--- src/rtl/mem_burst_ctrl_if.sv ---
// Bundle of signals between the burst controller, its command/write-data source,
// its read-data consumer and the attached synchronous memory.
//   slave  : controller view (takes commands and drives the memory port)
//   master : environment view (issues commands, supplies write data, models memory)
// Signals:
//   CMD_VALID/CMD_READY/CMD_WE/CMD_ADDR/CMD_LEN : burst command handshake
//   WD_VALID/WD_DATA/WD_READY                   : write-data beats
//   RD_VALID/RD_DATA                            : read-data beats (no backpressure)
//   MEM_ADDR/MEM_DATA/MEM_WREN/MEM_Q            : memory port
//   BUSY                                        : burst or read beat outstanding
interface mem_burst_ctrl_if #(
    parameter int unsigned ADDR_WIDTH = 4,
    parameter int unsigned DATA_WIDTH = 4,
    parameter int unsigned LEN_WIDTH  = 4
);
    logic                  CMD_VALID;
    logic                  CMD_READY;
    logic                  CMD_WE;
    logic [ADDR_WIDTH-1:0] CMD_ADDR;
    logic [LEN_WIDTH-1:0]  CMD_LEN;
    logic                  WD_VALID;
    logic [DATA_WIDTH-1:0] WD_DATA;
    logic                  WD_READY;
    logic                  RD_VALID;
    logic [DATA_WIDTH-1:0] RD_DATA;
    logic [ADDR_WIDTH-1:0] MEM_ADDR;
    logic [DATA_WIDTH-1:0] MEM_DATA;
    logic                  MEM_WREN;
    logic [DATA_WIDTH-1:0] MEM_Q;
    logic                  BUSY;

    modport slave (
        input  CMD_VALID, CMD_WE, CMD_ADDR, CMD_LEN, WD_VALID, WD_DATA, MEM_Q,
        output CMD_READY, WD_READY, RD_VALID, RD_DATA, MEM_ADDR, MEM_DATA, MEM_WREN, BUSY
    );

    modport master (
        output CMD_VALID, CMD_WE, CMD_ADDR, CMD_LEN, WD_VALID, WD_DATA, MEM_Q,
        input  CMD_READY, WD_READY, RD_VALID, RD_DATA, MEM_ADDR, MEM_DATA, MEM_WREN, BUSY
    );
endinterface

--- src/rtl/mem_burst_ctrl.sv ---
// Burst command controller, sole master of a synchronous (1-cycle read latency,
// write-through) memory. Accepts read/write bursts, walks the memory with an
// auto-incrementing address, and returns read data one cycle after each issue.
// Ports:
//   CLK   : clock, all state changes on posedge
//   RESET : asynchronous active-high reset; aborts any burst immediately
//   bus   : mem_burst_ctrl_if.slave (command, write data, read data, memory port, BUSY)
module mem_burst_ctrl #(
    parameter int unsigned ADDR_WIDTH = 4,
    parameter int unsigned DATA_WIDTH = 4,
    parameter int unsigned LEN_WIDTH  = 4
) (
    input  logic              CLK,
    input  logic              RESET,
    mem_burst_ctrl_if.slave   bus
);

    typedef enum logic [1:0] {StIdle, StWrite, StRead} state_e;

    state_e                state_q, state_d;
    logic [ADDR_WIDTH-1:0] cur_addr_q, cur_addr_d;
    logic [LEN_WIDTH-1:0]  beats_left_q, beats_left_d;
    logic                  rd_pend_q;

    logic                  cmd_ready;
    logic                  wd_ready;
    logic                  mem_wren;
    logic [DATA_WIDTH-1:0] wd_data;
    logic [DATA_WIDTH-1:0] rd_data;

    always_ff @(posedge CLK or posedge RESET) begin
        if (RESET) begin
            state_q      <= StIdle;
            cur_addr_q   <= '0;
            beats_left_q <= '0;
            rd_pend_q    <= 1'b0;
        end else begin
            state_q      <= state_d;
            cur_addr_q   <= cur_addr_d;
            beats_left_q <= beats_left_d;
            // A beat issued this cycle returns from memory next cycle.
            rd_pend_q    <= (state_q == StRead);
        end
    end

    always_comb begin
        state_d      = state_q;
        cur_addr_d   = cur_addr_q;
        beats_left_d = beats_left_q;
        cmd_ready    = 1'b0;
        wd_ready     = 1'b0;
        mem_wren     = 1'b0;

        unique case (state_q)
            StIdle: begin
                cmd_ready = 1'b1;
                if (bus.CMD_VALID) begin
                    cur_addr_d   = bus.CMD_ADDR;
                    beats_left_d = bus.CMD_LEN;
                    state_d      = bus.CMD_WE ? StWrite : StRead;
                end
            end
            StWrite: begin
                wd_ready = 1'b1;
                mem_wren = bus.WD_VALID;
                // WD_VALID low is a stall: address and count hold.
                if (bus.WD_VALID) begin
                    cur_addr_d = cur_addr_q + 1'b1;
                    if (beats_left_q == '0) begin
                        state_d = StIdle;
                    end else begin
                        beats_left_d = beats_left_q - 1'b1;
                    end
                end
            end
            StRead: begin
                cur_addr_d = cur_addr_q + 1'b1;
                if (beats_left_q == '0) begin
                    state_d = StIdle;
                end else begin
                    beats_left_d = beats_left_q - 1'b1;
                end
            end
            default: begin
                state_d = StIdle;
            end
        endcase
    end

    assign wd_data = bus.WD_DATA;
    assign rd_data = bus.MEM_Q;

    // State already sits at StIdle during reset, so the handshake outputs are
    // gated to keep the environment quiet until reset is released.
    assign bus.CMD_READY = cmd_ready & ~RESET;
    assign bus.WD_READY  = wd_ready & ~RESET;
    assign bus.MEM_WREN  = mem_wren & ~RESET;
    assign bus.MEM_ADDR  = cur_addr_q;
    assign bus.MEM_DATA  = wd_data;
    assign bus.RD_VALID  = rd_pend_q;
    assign bus.RD_DATA   = rd_data;
    assign bus.BUSY      = (state_q != StIdle) | rd_pend_q;

endmodule

--- src/flat_wrapper.sv ---
// flat-port wrapper written by rule: the top's interface ports become plain ports
module mem_burst_ctrl_flat 
#(
    parameter int unsigned ADDR_WIDTH = 4,
    parameter int unsigned DATA_WIDTH = 4,
    parameter int unsigned LEN_WIDTH  = 4
)
  (CLK, RESET, bus_CMD_VALID, bus_CMD_WE, bus_CMD_ADDR, bus_CMD_LEN, bus_WD_VALID, bus_WD_DATA, bus_MEM_Q, bus_CMD_READY, bus_WD_READY, bus_RD_VALID, bus_RD_DATA, bus_MEM_ADDR, bus_MEM_DATA, bus_MEM_WREN, bus_BUSY);
  mem_burst_ctrl_if #(.ADDR_WIDTH(ADDR_WIDTH), .DATA_WIDTH(DATA_WIDTH), .LEN_WIDTH(LEN_WIDTH)) bus_i ();
  input  logic CLK;
  input  logic RESET;
  input wire logic [$bits(bus_i.CMD_VALID)-1:0] bus_CMD_VALID;
  input wire logic [$bits(bus_i.CMD_WE)-1:0] bus_CMD_WE;
  input wire logic [$bits(bus_i.CMD_ADDR)-1:0] bus_CMD_ADDR;
  input wire logic [$bits(bus_i.CMD_LEN)-1:0] bus_CMD_LEN;
  input wire logic [$bits(bus_i.WD_VALID)-1:0] bus_WD_VALID;
  input wire logic [$bits(bus_i.WD_DATA)-1:0] bus_WD_DATA;
  input wire logic [$bits(bus_i.MEM_Q)-1:0] bus_MEM_Q;
  output wire logic [$bits(bus_i.CMD_READY)-1:0] bus_CMD_READY;
  output wire logic [$bits(bus_i.WD_READY)-1:0] bus_WD_READY;
  output wire logic [$bits(bus_i.RD_VALID)-1:0] bus_RD_VALID;
  output wire logic [$bits(bus_i.RD_DATA)-1:0] bus_RD_DATA;
  output wire logic [$bits(bus_i.MEM_ADDR)-1:0] bus_MEM_ADDR;
  output wire logic [$bits(bus_i.MEM_DATA)-1:0] bus_MEM_DATA;
  output wire logic [$bits(bus_i.MEM_WREN)-1:0] bus_MEM_WREN;
  output wire logic [$bits(bus_i.BUSY)-1:0] bus_BUSY;
  assign bus_i.CMD_VALID = bus_CMD_VALID;
  assign bus_i.CMD_WE = bus_CMD_WE;
  assign bus_i.CMD_ADDR = bus_CMD_ADDR;
  assign bus_i.CMD_LEN = bus_CMD_LEN;
  assign bus_i.WD_VALID = bus_WD_VALID;
  assign bus_i.WD_DATA = bus_WD_DATA;
  assign bus_i.MEM_Q = bus_MEM_Q;
  assign bus_CMD_READY = bus_i.CMD_READY;
  assign bus_WD_READY = bus_i.WD_READY;
  assign bus_RD_VALID = bus_i.RD_VALID;
  assign bus_RD_DATA = bus_i.RD_DATA;
  assign bus_MEM_ADDR = bus_i.MEM_ADDR;
  assign bus_MEM_DATA = bus_i.MEM_DATA;
  assign bus_MEM_WREN = bus_i.MEM_WREN;
  assign bus_BUSY = bus_i.BUSY;
  mem_burst_ctrl #(.ADDR_WIDTH(ADDR_WIDTH), .DATA_WIDTH(DATA_WIDTH), .LEN_WIDTH(LEN_WIDTH)) u_core (.CLK(CLK), .RESET(RESET), .bus(bus_i));
endmodule
--- config.mk ---
export PLATFORM = sky130hd
export DESIGN_NAME = mem_burst_ctrl_flat
export DESIGN_NICKNAME = d
export VERILOG_FILES = /design/src/rtl/mem_burst_ctrl_if.sv /design/src/rtl/mem_burst_ctrl.sv /design/src/flat_wrapper.sv
export SDC_FILE = /design/constraint.sdc
export NUM_CORES = 1
export LEC_CHECK = 0
export ABC_AREA = 0
export ABC_CLOCK_PERIOD_IN_PS = 3100
export BUFFER_PORTS_ARGS = -buffer_cell sky130_fd_sc_hd__clkbuf_2
export CORE_ASPECT_RATIO = 1.5
export CORE_MARGIN = 2
export CORE_UTILIZATION = 42
export DETAILED_ROUTE_END_ITERATION = 10
export HOLD_SLACK_MARGIN = 0.15
export PLACE_DENSITY = 0.74
export SLEW_MARGIN = 20
export SYNTH_ARGS = -nofsm -noshare
export SYNTH_HDL_FRONTEND = slang
export SYNTH_SLANG_ARGS = --single-unit
--- constraint.sdc ---
create_clock -name CLK -period 3.1 [get_ports CLK]
set_clock_uncertainty 0.1 [all_clocks]
set_input_delay 0.31 -clock CLK [delete_from_list [all_inputs] [get_ports CLK]]
set_output_delay 0.31 -clock CLK [all_outputs]
set_load 0.02 [all_outputs]
==> flow_summary.ini <==
[status]
status = complete, no violations

[placed_design]
dpl.hpwl_um = 1270
gp_congestion = 0.746
port_buffers = 21
pre_cts_ws_ns = 1.09

[power]
p_leak_nw = 0.445
ir_drop_mv = 0.437
total_power_w = 0.00103
powerDensity_nw_per_um2 = 1110

[yosys]
synth_cell_types = 36
syn-num-nets = 114
yosys.area_share.simple_pct = 19.0
ys_async_sr_fraction_pct = 100
synth-edff-count = 0
synth_fa_ha_area_share_pct = 8.71
seq_area_frac_synth_pct = 31.9
muxShareOfSynthArea_pct = 5.37
syn_area_per_cell_sq_um = 9.91
synth_top_family_by_area = compound AO/OA/AOI/OAI gates
synth_area_sq_um = 862
ys_ff_latch = 11
ys_top_cells_by_area = dfrtp_1, ha_1, buf_4
synth-main-ff-cell = dfrtp_1
ys_top_cells_by_count = dfrtp_1, buf_4, inv_1
yosysTopAreaCell = dfrtp_1
synthXorXnorAreaFrac_pct = 0
postSynthCellCount = 87
synth_compound_area_share_pct = 19.6
ys_warn_count = 0
yosys.area.top_type_share_pct = 31.9
yosysMostFrequentCell = dfrtp_1

[clock_network]
clk_pin_slew_ns = 0.07
clock-root-buffer = clkbuf_4
htree_levels = 1
clockBufferDepth = 2
cts_resized = 0
insertion_delay_ns = 0.26
cts_tree = yes
cts-hold-fix-buffers = 1
cts_sinks = 11
cts_setup_buffers = 0
cts_buffers = 3

[hold_path]
hold_class = primary input to register
hp-start = bus_CMD_WE
hold_end = u_core.state_q[0]$_DFFE_PP0P_
holdPathStages = 3

[cells_and_area]
utilization_pct = 47.0
seq_area_sq_um = 275
num_antenna_cells = 0
fin_nets = 128
drive_gt1_share_pct = 31.0
fillCellCount = 199
multi_input_area_sq_um = 454
syn2layout_area_growth_pct = 7.69

[sta]
max_freq_mhz = 497
final.setup.worst_slack_ns = 1.09
setup_tns_ns = 0
slew_headroom_pct = 61.2
fin_crit_ns = 2.01
fin_crit_sh_pct = 64.9
slew_violations = 0
final_hold_viol_count = 0
setup_violations = 0
rsz0062_at_grt = no
max_slew.worst_pin.slew_ns = 0.581

[run]
cap_violations = 0

[worst_setup_path]
path_buf_inv = 1
start_kind = register
r2r_end = u_core.beats_left_q[1]$_DFFE_PP0P_
r2r_setup_slack_ns = 1.09
max_stage_delay_ns = 0.66
worstPathCellList = inv_1 > ha_1 > nor4bb_1 > nor4_1 > o22a_1
critPathCaptureType = register
critPathKind = register to register
cp.required_ns = 3.15
regToRegStartpoint = u_core.state_q[0]$_DFFE_PP0P_
cp_top_family = adder cells
ff2ff_path_depth = 5
crit_arrival_ns = 2.06
cp_slowest_cell = ha_1
worstPathMaxFanout = 19

[drt]
drt_pass1_iterations = 4
routedWlPerCell_um = 13.8
dr_total_vias = 682
drc = 0
avgViaCountPerCell = 5.59
drt_iter0_drc = 9
wirelength_um = 1680
antenna_left = 0

[global_routing]
grt_pass1_vias = 656
antenna_found_initial = 0
grt_pass1_wl_um = 2790
grt_usage_pct = 16.6
grt_max_degree = 20
overflow = 0

[floorplanning]
ios = 38
initial_core_util_pct = 43.6
die-area_sq_um = 2440
die_h_um = 59.5
core.rowCount = 20
coreArea_sq_um = 1980
chipWidth_um = 41.0
-- per-layer routing --
layer | GRT usage, % | wire, um
met2 | 26.6 | 868
met3 | 2.63 | 71
met5 | 0 | 0
met4 | 7.14 | 21
met1 | 21.1 | 718
-- logic make-up (layout without fill, tap and decap cells) --
| kind of cell | after synthesis | in the layout |
|---|---|---|
| multiplexers | 4 | 4 |
| adder cells (fa/ha/maj) | 6 | 6 |
| buffers and inverters | 21 | 34 |
| AND/OR/NAND/NOR | 25 | 25 |
| AO/OA/AOI/OAI | 20 | 20 |
| flip-flops | 11 | 11 |
-- worst min-delay path: stages --
cell,delay [ns]
clkbuf_2,0.08
nand2_1,0.07
mux2i_1,0.07
-- state kept, by name, indices dropped and copies added (netlist names) --
register / count
u_core.bus.RD_VALID: 1
u_core.beats_left_q: 4
u_core.state_q: 2
u_core.bus.MEM_ADDR: 4
-- area by class of cell --
cell class,count,share of cell area (%)
inverters,8,3.23
multi-input cells,55,48.9
flip-flops and latches,11,29.6
well taps,22,2.96
repair buffers,22,12.4
clock buffers,4,2.83
-- placed cells by master (no fill, tap or decap), drive strengths merged, types with 2 or more instances in the layout --
master / instances
mux2: 2
dfrtp: 11
o21ai: 2
inv: 8
nand2: 2
nor2b: 7
or2b: 2
o41ai: 4
mux2i: 2
clkbuf: 25
o22a: 3
a31oi: 3
ha: 6
nor2: 5
-- per-stage QoR --
step	cell area (sq um)	hold slack, ns	instances
detailed placement	892	0.243	117
finish	928	0.210	122
global placement	892	0.235	117
floorplan	862	0.0624	87
CTS	928	0.199	122
global route	928	0.219	122
-- power by group --
group	total (W)	switching [W]	internal, W
logic	0.000641	0.000342	0.000300
clock network	0.0000953	0.0000456	0.0000496
registers	0.000297	0.0000796	0.000217
total	0.00103	0.000467	0.000566
-- worst max-delay path by stage --
stage,end,slack (ns),start,cells after the start
after global routing,u_core.beats_left_q[1]$_DFFE_PP0P_,0.92,u_core.state_q[1]$_DFFE_PP0P_,5
after detailed placement,u_core.beats_left_q[1]$_DFFE_PP0P_,1.09,u_core.state_q[0]$_DFFE_PP0P_,5
after CTS,u_core.beats_left_q[1]$_DFFE_PP0P_,1.08,u_core.state_q[0]$_DFFE_PP0P_,5
after floorplan,u_core.bus.MEM_ADDR[1]$_DFFE_PP0P_,1.26,u_core.state_q[0]$_DFFE_PP0P_,7
after global placement,u_core.bus.MEM_ADDR[1]$_DFFE_PP0P_,1.17,u_core.state_q[0]$_DFFE_PP0P_,4
final,u_core.beats_left_q[1]$_DFFE_PP0P_,1.09,u_core.state_q[0]$_DFFE_PP0P_,5
Note: power is estimated with default switching activity, not from simulation.
